--- src/rtl/pipe_hazard_ctrl_pkg.sv ---
// pipe_hazard_ctrl_pkg: shared types and constants
// for the pipeline hazard controller.
package pipe_hazard_ctrl_pkg;

  localparam int PC_W  = 32;
  localparam int RA_W  = 5;
  localparam int CNT_W = 3;

  // addi x0, x0, 0 -- what a bubble looks like in ID/EX
  localparam logic [31:0] NOP = 32'h0000_0013;

  typedef enum logic [1:0] {
    RUN    = 2'd0,
    DRAIN  = 2'd1,
    SERIAL = 2'd2
  } state_e;

endpackage

--- src/rtl/pipe_hazard_ctrl_if.sv ---
// pipe_hazard_ctrl_if: ID/EX/WB observation and stall/flush/redirect
// control bundle between the pipeline and the hazard controller.
interface pipe_hazard_ctrl_if #(
  parameter int PC_W = pipe_hazard_ctrl_pkg::PC_W,
  parameter int RA_W = pipe_hazard_ctrl_pkg::RA_W
);

  logic            d_valid_i;
  logic [RA_W-1:0] d_rs1_i;
  logic [RA_W-1:0] d_rs2_i;
  logic            d_rs1_use_i;
  logic            d_rs2_use_i;
  logic            d_serial_i;
  logic            e_valid_i;
  logic            e_load_i;
  logic [RA_W-1:0] e_rd_i;
  logic            e_byp_en_i;
  logic            e_byp_cnd_i;
  logic [PC_W-1:0] e_target_i;
  logic            w_retire_i;
  logic            w_serial_i;
  logic            w_redir_i;
  logic [PC_W-1:0] w_target_i;

  logic            d_stall_o;
  logic            e_bubble_o;
  logic            d_flush_o;
  logic            f_hold_o;
  logic            redir_valid_o;
  logic [PC_W-1:0] redir_pc_o;
  logic            issue_o;
  logic            busy_o;

  modport master (
    output d_valid_i, d_rs1_i, d_rs2_i,
    output d_rs1_use_i, d_rs2_use_i, d_serial_i,
    output e_valid_i, e_load_i, e_rd_i,
    output e_byp_en_i, e_byp_cnd_i, e_target_i,
    output w_retire_i, w_serial_i,
    output w_redir_i, w_target_i,
    input  d_stall_o, e_bubble_o, d_flush_o,
    input  f_hold_o, redir_valid_o, redir_pc_o,
    input  issue_o, busy_o
  );

  modport slave (
    input  d_valid_i, d_rs1_i, d_rs2_i,
    input  d_rs1_use_i, d_rs2_use_i, d_serial_i,
    input  e_valid_i, e_load_i, e_rd_i,
    input  e_byp_en_i, e_byp_cnd_i, e_target_i,
    input  w_retire_i, w_serial_i,
    input  w_redir_i, w_target_i,
    output d_stall_o, e_bubble_o, d_flush_o,
    output f_hold_o, redir_valid_o, redir_pc_o,
    output issue_o, busy_o
  );

endinterface

--- src/rtl/pipe_hazard_ctrl_inflight_cnt.sv ---
// pipe_hazard_ctrl_inflight_cnt: saturating up/down count of
// instructions between ID/EX and WB.
module pipe_hazard_ctrl_inflight_cnt #(
  parameter int CNT_W = 3
) (
  input  logic             clk_i,
  input  logic             rst_i,
  input  logic             inc_i,
  input  logic             dec_i,
  output logic [CNT_W-1:0] cnt_o
);

  logic [CNT_W-1:0] cnt_q;
  logic [CNT_W-1:0] cnt_d;

  always_comb begin
    cnt_d = cnt_q;
    unique case ({inc_i, dec_i})
      2'b10:   if (cnt_q != '1) cnt_d = cnt_q + 1'b1;
      2'b01:   if (cnt_q != '0) cnt_d = cnt_q - 1'b1;
      default: cnt_d = cnt_q;
    endcase
  end

  always_ff @(posedge clk_i or negedge rst_i) begin
    if (!rst_i) cnt_q <= '0;
    else        cnt_q <= cnt_d;
  end

  assign cnt_o = cnt_q;

  a_ovf: assert property (@(posedge clk_i) disable iff (!rst_i)
    !(inc_i && !dec_i && cnt_q == '1));

  a_unf: assert property (@(posedge clk_i) disable iff (!rst_i)
    !(dec_i && cnt_q == '0));

endmodule

--- src/rtl/pipe_hazard_ctrl.sv ---
// pipe_hazard_ctrl: load-use, mispredict and serializing-instruction
// control for the in-order pipeline.
module pipe_hazard_ctrl #(
  parameter int PC_W  = pipe_hazard_ctrl_pkg::PC_W,
  parameter int RA_W  = pipe_hazard_ctrl_pkg::RA_W,
  parameter int CNT_W = pipe_hazard_ctrl_pkg::CNT_W
) (
  input logic              clk_i,
  input logic              rst_i,
  pipe_hazard_ctrl_if.slave h
);
  import pipe_hazard_ctrl_pkg::*;

  state_e           state_q;
  state_e           state_d;
  logic [CNT_W-1:0] inflight;
  logic [RA_W-1:0]  e_rd;
  logic [PC_W-1:0]  redir_pc;
  logic             mispredict;
  logic             lu_haz;
  logic             serial_req;
  logic             drain_done;
  logic             stall;
  logic             bubble;
  logic             flush;
  logic             hold;
  logic             redir;
  logic             issue;

  assign e_rd       = h.e_rd_i;
  assign mispredict = h.e_valid_i & h.e_byp_en_i & h.e_byp_cnd_i;
  assign lu_haz     = h.e_valid_i & h.e_load_i & (e_rd != '0)
                    & h.d_valid_i
                    & ((h.d_rs1_use_i & (h.d_rs1_i == e_rd))
                    |  (h.d_rs2_use_i & (h.d_rs2_i == e_rd)));
  assign serial_req = h.d_valid_i & h.d_serial_i;
  // look at the post-retire count, not the registered one
  assign drain_done = (inflight == '0)
                    | ((inflight == CNT_W'(1)) & h.w_retire_i);

  always_comb begin
    state_d  = state_q;
    stall    = 1'b0;
    bubble   = 1'b0;
    flush    = 1'b0;
    hold     = 1'b0;
    redir    = 1'b0;
    redir_pc = '0;
    issue    = 1'b0;
    unique case (state_q)
      RUN: begin
        if (mispredict) begin
          flush    = 1'b1;
          bubble   = 1'b1;
          redir    = 1'b1;
          redir_pc = h.e_target_i;
        end else if (lu_haz) begin
          stall  = 1'b1;
          bubble = 1'b1;
        end else if (serial_req && inflight != '0) begin
          stall   = 1'b1;
          bubble  = 1'b1;
          state_d = DRAIN;
        end else begin
          issue = h.d_valid_i;
          if (serial_req) begin
            hold    = 1'b1;
            state_d = SERIAL;
          end
        end
      end
      DRAIN: begin
        bubble = 1'b1;
        if (mispredict) begin
          flush    = 1'b1;
          redir    = 1'b1;
          redir_pc = h.e_target_i;
          state_d  = RUN;
        end else begin
          stall = 1'b1;
          if (drain_done) state_d = RUN;
        end
      end
      SERIAL: begin
        hold  = 1'b1;
        flush = 1'b1;
        if (h.w_retire_i && h.w_serial_i) begin
          redir    = 1'b1;
          redir_pc = h.w_target_i;
          state_d  = RUN;
        end
      end
      default: state_d = RUN;
    endcase
    if (!rst_i) begin
      stall    = 1'b0;
      bubble   = 1'b0;
      flush    = 1'b0;
      hold     = 1'b0;
      redir    = 1'b0;
      redir_pc = '0;
      issue    = 1'b0;
    end
  end

  always_ff @(posedge clk_i or negedge rst_i) begin
    if (!rst_i) state_q <= RUN;
    else        state_q <= state_d;
  end

  pipe_hazard_ctrl_inflight_cnt #(
    .CNT_W (CNT_W)
  ) u_cnt (
    .clk_i (clk_i),
    .rst_i (rst_i),
    .inc_i (issue),
    .dec_i (h.w_retire_i),
    .cnt_o (inflight)
  );

  assign h.d_stall_o     = stall;
  assign h.e_bubble_o    = bubble;
  assign h.d_flush_o     = flush;
  assign h.f_hold_o      = hold;
  assign h.redir_valid_o = redir;
  assign h.redir_pc_o    = redir_pc;
  assign h.issue_o       = issue;
  assign h.busy_o        = rst_i & (state_q != RUN);

  a_mp_serial: assert property (@(posedge clk_i) disable iff (!rst_i)
    !(mispredict && h.w_retire_i && h.w_serial_i));

endmodule

--- src/flat_wrapper.sv ---
// flat-port wrapper written by rule: the top's interface ports become plain ports
module pipe_hazard_ctrl_flat import pipe_hazard_ctrl_pkg::*;
#(
  parameter int PC_W  = pipe_hazard_ctrl_pkg::PC_W,
  parameter int RA_W  = pipe_hazard_ctrl_pkg::RA_W,
  parameter int CNT_W = pipe_hazard_ctrl_pkg::CNT_W
)
  (clk_i, rst_i, h_d_valid_i, h_d_rs1_i, h_d_rs2_i, h_d_rs1_use_i, h_d_rs2_use_i, h_d_serial_i, h_e_valid_i, h_e_load_i, h_e_rd_i, h_e_byp_en_i, h_e_byp_cnd_i, h_e_target_i, h_w_retire_i, h_w_serial_i, h_w_redir_i, h_w_target_i, h_d_stall_o, h_e_bubble_o, h_d_flush_o, h_f_hold_o, h_redir_valid_o, h_redir_pc_o, h_issue_o, h_busy_o);
  pipe_hazard_ctrl_if #(.PC_W(PC_W), .RA_W(RA_W)) h_i ();
  input logic clk_i;
  input logic rst_i;
  input wire logic [$bits(h_i.d_valid_i)-1:0] h_d_valid_i;
  input wire logic [$bits(h_i.d_rs1_i)-1:0] h_d_rs1_i;
  input wire logic [$bits(h_i.d_rs2_i)-1:0] h_d_rs2_i;
  input wire logic [$bits(h_i.d_rs1_use_i)-1:0] h_d_rs1_use_i;
  input wire logic [$bits(h_i.d_rs2_use_i)-1:0] h_d_rs2_use_i;
  input wire logic [$bits(h_i.d_serial_i)-1:0] h_d_serial_i;
  input wire logic [$bits(h_i.e_valid_i)-1:0] h_e_valid_i;
  input wire logic [$bits(h_i.e_load_i)-1:0] h_e_load_i;
  input wire logic [$bits(h_i.e_rd_i)-1:0] h_e_rd_i;
  input wire logic [$bits(h_i.e_byp_en_i)-1:0] h_e_byp_en_i;
  input wire logic [$bits(h_i.e_byp_cnd_i)-1:0] h_e_byp_cnd_i;
  input wire logic [$bits(h_i.e_target_i)-1:0] h_e_target_i;
  input wire logic [$bits(h_i.w_retire_i)-1:0] h_w_retire_i;
  input wire logic [$bits(h_i.w_serial_i)-1:0] h_w_serial_i;
  input wire logic [$bits(h_i.w_redir_i)-1:0] h_w_redir_i;
  input wire logic [$bits(h_i.w_target_i)-1:0] h_w_target_i;
  output wire logic [$bits(h_i.d_stall_o)-1:0] h_d_stall_o;
  output wire logic [$bits(h_i.e_bubble_o)-1:0] h_e_bubble_o;
  output wire logic [$bits(h_i.d_flush_o)-1:0] h_d_flush_o;
  output wire logic [$bits(h_i.f_hold_o)-1:0] h_f_hold_o;
  output wire logic [$bits(h_i.redir_valid_o)-1:0] h_redir_valid_o;
  output wire logic [$bits(h_i.redir_pc_o)-1:0] h_redir_pc_o;
  output wire logic [$bits(h_i.issue_o)-1:0] h_issue_o;
  output wire logic [$bits(h_i.busy_o)-1:0] h_busy_o;
  assign h_i.d_valid_i = h_d_valid_i;
  assign h_i.d_rs1_i = h_d_rs1_i;
  assign h_i.d_rs2_i = h_d_rs2_i;
  assign h_i.d_rs1_use_i = h_d_rs1_use_i;
  assign h_i.d_rs2_use_i = h_d_rs2_use_i;
  assign h_i.d_serial_i = h_d_serial_i;
  assign h_i.e_valid_i = h_e_valid_i;
  assign h_i.e_load_i = h_e_load_i;
  assign h_i.e_rd_i = h_e_rd_i;
  assign h_i.e_byp_en_i = h_e_byp_en_i;
  assign h_i.e_byp_cnd_i = h_e_byp_cnd_i;
  assign h_i.e_target_i = h_e_target_i;
  assign h_i.w_retire_i = h_w_retire_i;
  assign h_i.w_serial_i = h_w_serial_i;
  assign h_i.w_redir_i = h_w_redir_i;
  assign h_i.w_target_i = h_w_target_i;
  assign h_d_stall_o = h_i.d_stall_o;
  assign h_e_bubble_o = h_i.e_bubble_o;
  assign h_d_flush_o = h_i.d_flush_o;
  assign h_f_hold_o = h_i.f_hold_o;
  assign h_redir_valid_o = h_i.redir_valid_o;
  assign h_redir_pc_o = h_i.redir_pc_o;
  assign h_issue_o = h_i.issue_o;
  assign h_busy_o = h_i.busy_o;
  pipe_hazard_ctrl #(.PC_W(PC_W), .RA_W(RA_W), .CNT_W(CNT_W)) u_core (.clk_i(clk_i), .rst_i(rst_i), .h(h_i));
endmodule
--- config.mk ---
export PLATFORM = sky130hd
export DESIGN_NAME = pipe_hazard_ctrl_flat
export DESIGN_NICKNAME = d
export VERILOG_FILES = /design/src/rtl/pipe_hazard_ctrl_pkg.sv /design/src/rtl/pipe_hazard_ctrl_if.sv /design/src/rtl/pipe_hazard_ctrl_inflight_cnt.sv /design/src/rtl/pipe_hazard_ctrl.sv /design/src/flat_wrapper.sv
export SDC_FILE = /design/constraint.sdc
export NUM_CORES = 1
export LEC_CHECK = 0
export CAP_MARGIN = 30
export CORE_MARGIN = 10
export CORE_UTILIZATION = 29
export CTS_CLUSTER_DIAMETER = 120
export DETAILED_ROUTE_END_ITERATION = 7
export PLACE_DENSITY = 0.87
export SYNTH_ARGS = -nofsm -noshare
export SYNTH_HDL_FRONTEND = slang
export SYNTH_SLANG_ARGS = --single-unit
--- constraint.sdc ---
create_clock -name clk_i -period 3.05 [get_ports clk_i]
set_input_delay 0.7625 -clock clk_i [delete_from_list [all_inputs] [get_ports clk_i]]
set_output_delay 0.7625 -clock clk_i [all_outputs]
set_load 0.1 [all_outputs]
==> out/results.tsv <==
stage	metric	value	unit
clocking	hold_buf cts	0	
routing	DRT antenna net count	0	
floorplan	row count	22	
hold_path	worst min-delay path category	reg -> reg	
hold_path	Hold Path Sink	u_core.u_cnt.cnt_o[0]$_DFFE_PN0P_	
cells_and_area	diodes inserted	0	
setup_path	R2R setup slack	0.38	ns
power_and_ir_drop	Pwr Density	338	nW/µm²
cells_and_area	fin nets	408	
routing	DR pass1 iterations	5	
place	hpwl dp	6730	µm
sta	Final Slew Violations	0	
grt	remaining global-route overflow	0	
clocking	depth of the CTS H-tree	1	
grt	first-pass GRT wire length	12900	µm
setup_path	CP bufs+invs	2	
floorplan	starting density of the core	29.9	%
setup_path	worst r2r path cells	11	
routing	First DRT Iteration DRCs	264	
power_and_ir_drop	Leak Pwr	1.27	nW
grt	vias in the first global route	2203	
clocking	CTS Buf Count	3	
grt	largest net degree at the start of global routing	34	
floorplan	Die Span X	81.2	µm
sta	max_slew headroom	69.5	%
floorplan	die height	81.2	µm
sta	Setup Viol. Count Final	6	
logic_synthesis	YS warnings	0	
setup_path	WP data arrival	2.42	ns
floorplan	core area	3630	µm²
setup_path	slowest CP cell	clkdlybuf4s50_1	
cells_and_area	Area growth syn-to-layout	215	%
clocking	clock sinks	5	
floorplan	Die Area	6590	µm²
setup_path	CP top delay family	buffers and inverters	
setup_path	Crit path largest cell delay	0.42	ns
sta	final period utilization	104	%
routing	Avg Vias per Cell	6.22	
sta	Worst Tran Pin Value	0.453	ns
power_and_ir_drop	Total Power	0.00115	W
setup_path	startpoint types	input pin	
setup_path	FF-to-FF End	u_core.u_cnt.cnt_o[2]$_DFFE_PN0P_	
routing	routed len/inst	30.2	µm
sta	setup ws final	-0.129	ns
hold_path	WHS Path Cells	1	
logic_synthesis	Synth Net Count	259	
logic_synthesis	post-synthesis sequential area ratio	11.5	%
sta	Worst Clk Skew	0.00108	ns
cells_and_area	most frequent cells in the layout	clkdlybuf4s50_1, buf_12, a22oi_1, nor2_4, buf_4	
place	GP Congestion	0.820	
power_and_ir_drop	Max IR drop VDD	0.464	mV
place	Area after DPL	3170	µm²
setup_path	CP Class	in -> out	
clocking	clk_lat worst skew	0.23	ns
cells_and_area	share of layout cells above drive strength 1	39.9	%
setup_path	CP Max Fanout	3	
sta	fmax	315	MHz
setup_path	CP cell instances	clkdlybuf4s50_1 > xnor2_1 > nand4_1 > o22a_2 > o21ai_4 > buf_12	
flow_run	Max-Cap Viols	0	
clocking	clock root buffer	clkbuf_8	
floorplan	IO Pins	131	
grt	total track usage	25.7	%
setup_path	CP required	2.29	ns
cells_and_area	commonest non-fill, non-tap cell in the layout	clkdlybuf4s50_1	
clocking	Clock transition at path regs	0.04	ns
setup_path	Setup crit start	h_d_rs2_i[0]	
routing	total wire length	10800	µm
setup_path	CP endpoint kind	output port	
hold_path	hold_sp	u_core.u_cnt.cnt_o[0]$_DFFE_PN0P_	
clocking	worst-case clock buffer depth	2	
cells_and_area	fin area	3410	µm²
grt	initial antenna violation count	0	
setup_path	FF-to-FF Start	u_core.u_cnt.cnt_o[0]$_DFFE_PN0P_	
routing	Residual DRC	0	
logic_synthesis	flops & latches, synth	5	
routing	Vias	2213	
sta	RSZ-0062 raised after global routing	true	
clocking	TritonCTS clock tree	done	
logic_synthesis	cell area after synthesis	1080	µm²
place	port bufs	129	
sta	final hold violation count	0	
sta	post-route minimum period	3.18	ns
outcome	failing checks	negative setup slack	
logic_synthesis	Post-Syn Area per Cell	6.78	µm²
logic_synthesis	Syn Inst Count	160	
logic_synthesis	Cell variety after synth	33	
outcome	status	finished with violations	
==> per-layer routing <==
| metal | wire length [µm] | global-route usage [%] | vias to the layer above |
|---|---|---|---|
| met4 | 641 | 11.9 | 0 |
| met1 | 3570 | 25.3 | 1068 |
| met3 | 1120 | 7.95 | 57 |
| met5 | 0 | 0 | - |
| li1 | - | - | 883 |
| met2 | 5420 | 48.1 | 205 |
==> how the worst max path moves through the flow <==
stage / endpoint / slack, ns / cells after the start
after floorplan: h_d_stall_o / -0.33 / 4
after global placement: h_issue_o / -0.13 / 5
after detailed placement: u_core.u_cnt.cnt_o[2]$_DFFE_PN0P_ / -0.19 / 10
after CTS: h_e_bubble_o / 0.001 / 6
after global routing: u_core.u_cnt.cnt_o[2]$_DFFE_PN0P_ / -0.14 / 11
final: h_e_bubble_o / -0.13 / 6
==> state kept, by name, indices dropped and copies added, names as in the netlist <==
signal / count
u_core.state_q: 2
u_core.u_cnt.cnt_o: 3
==> synth_stat cells (all sizes together) <==
library cell	number	area [µm²]
a22oi	32	240
a32oi	1	8.76
o2111ai	1	15.0
nand3	1	5.00
o2111a	1	12.5
nor2	38	143
nor3	1	5.00
nand4	2	12.5
nor4	1	6.26
or4	1	11.3
o21ai	6	30.0
o22ai	1	6.26
xnor2	11	96.3
o22a	2	17.5
o21a	1	7.51
ha	7	87.6
and3	1	6.26
dfrtp	5	125
buf	8	47.5
xor2	1	8.76
nand2	10	37.5
a21oi	6	30.0
a31o	1	8.76
a21o	1	7.51
inv	5	18.8
a31oi	2	12.5
nor2b	7	43.8
o31a	1	8.76
clkbuf	3	11.3
nand2b	1	6.26
nor3b	1	7.51
==> cells by family after synthesis <==
family	after synthesis	share of synthesized area, %
AOI/OAI and AO/OA	56	37.4
xor gates and xnor gates	12	9.69
adders and majority gates	7	8.07
buffers and inverters	16	7.15
DFF	5	11.5
and+or+nand+nor	64	26.2
==> worst register-to-register path, stage by stage, from the launching register on <==
cell and delay, ns:
dfrtp_1 0.43, inv_1 0.11, ha_1 0.20, nand2b_1 0.17
a31oi_1 0.32, nand3_1 0.23, a21o_1 0.22, ha_1 0.29
a21oi_1 0.12, o21ai_1 0.18, a21oi_1 0.17, o22a_1 0.16
==> per-stage QoR <==
stage               setup WS [ns]  hold WS, ns  utilization, %  setup TNS [ns]  instances
CTS                       0.00142        0.569            91.7               0        354
detailed placement         -0.189        0.555            87.2           -1.73        345
finish                     -0.129        0.579            93.9          -0.524        356
global placement           -0.134        0.531            87.2          -0.571        345
floorplan                  -0.333        0.467               -           -1.88        160
global route               -0.137        0.606            93.9          -0.867        356
==> where the power goes <==
group / internal, W / switching, W
clock: 0.0000903 / 0.0000396
sequential: 0.0000959 / 0.0000457
combinational: 0.000368 / 0.000514
==> layout make-up <==
cell class / count / area, µm²
clock buffers: 4 / 45.0
fillers: 105 / 220
multi-input cells: 139 / 1210
flip-flops and latches: 5 / 125
well taps: 48 / 60.1
inverters: 5 / 18.8
repair buffers: 155 / 1950
==> what timing repair did <==
| item | CTS | global route |
|---|---|---|
| gates resized for setup | 20 | 17 |
| gates cloned | 1 | 0 |
| setup endpoints to repair | 31 | 24 |
| pin swaps | 8 | 8 |
| buffers inserted | 4 | 2 |
Note: power is estimated with default switching activity, not from simulation.
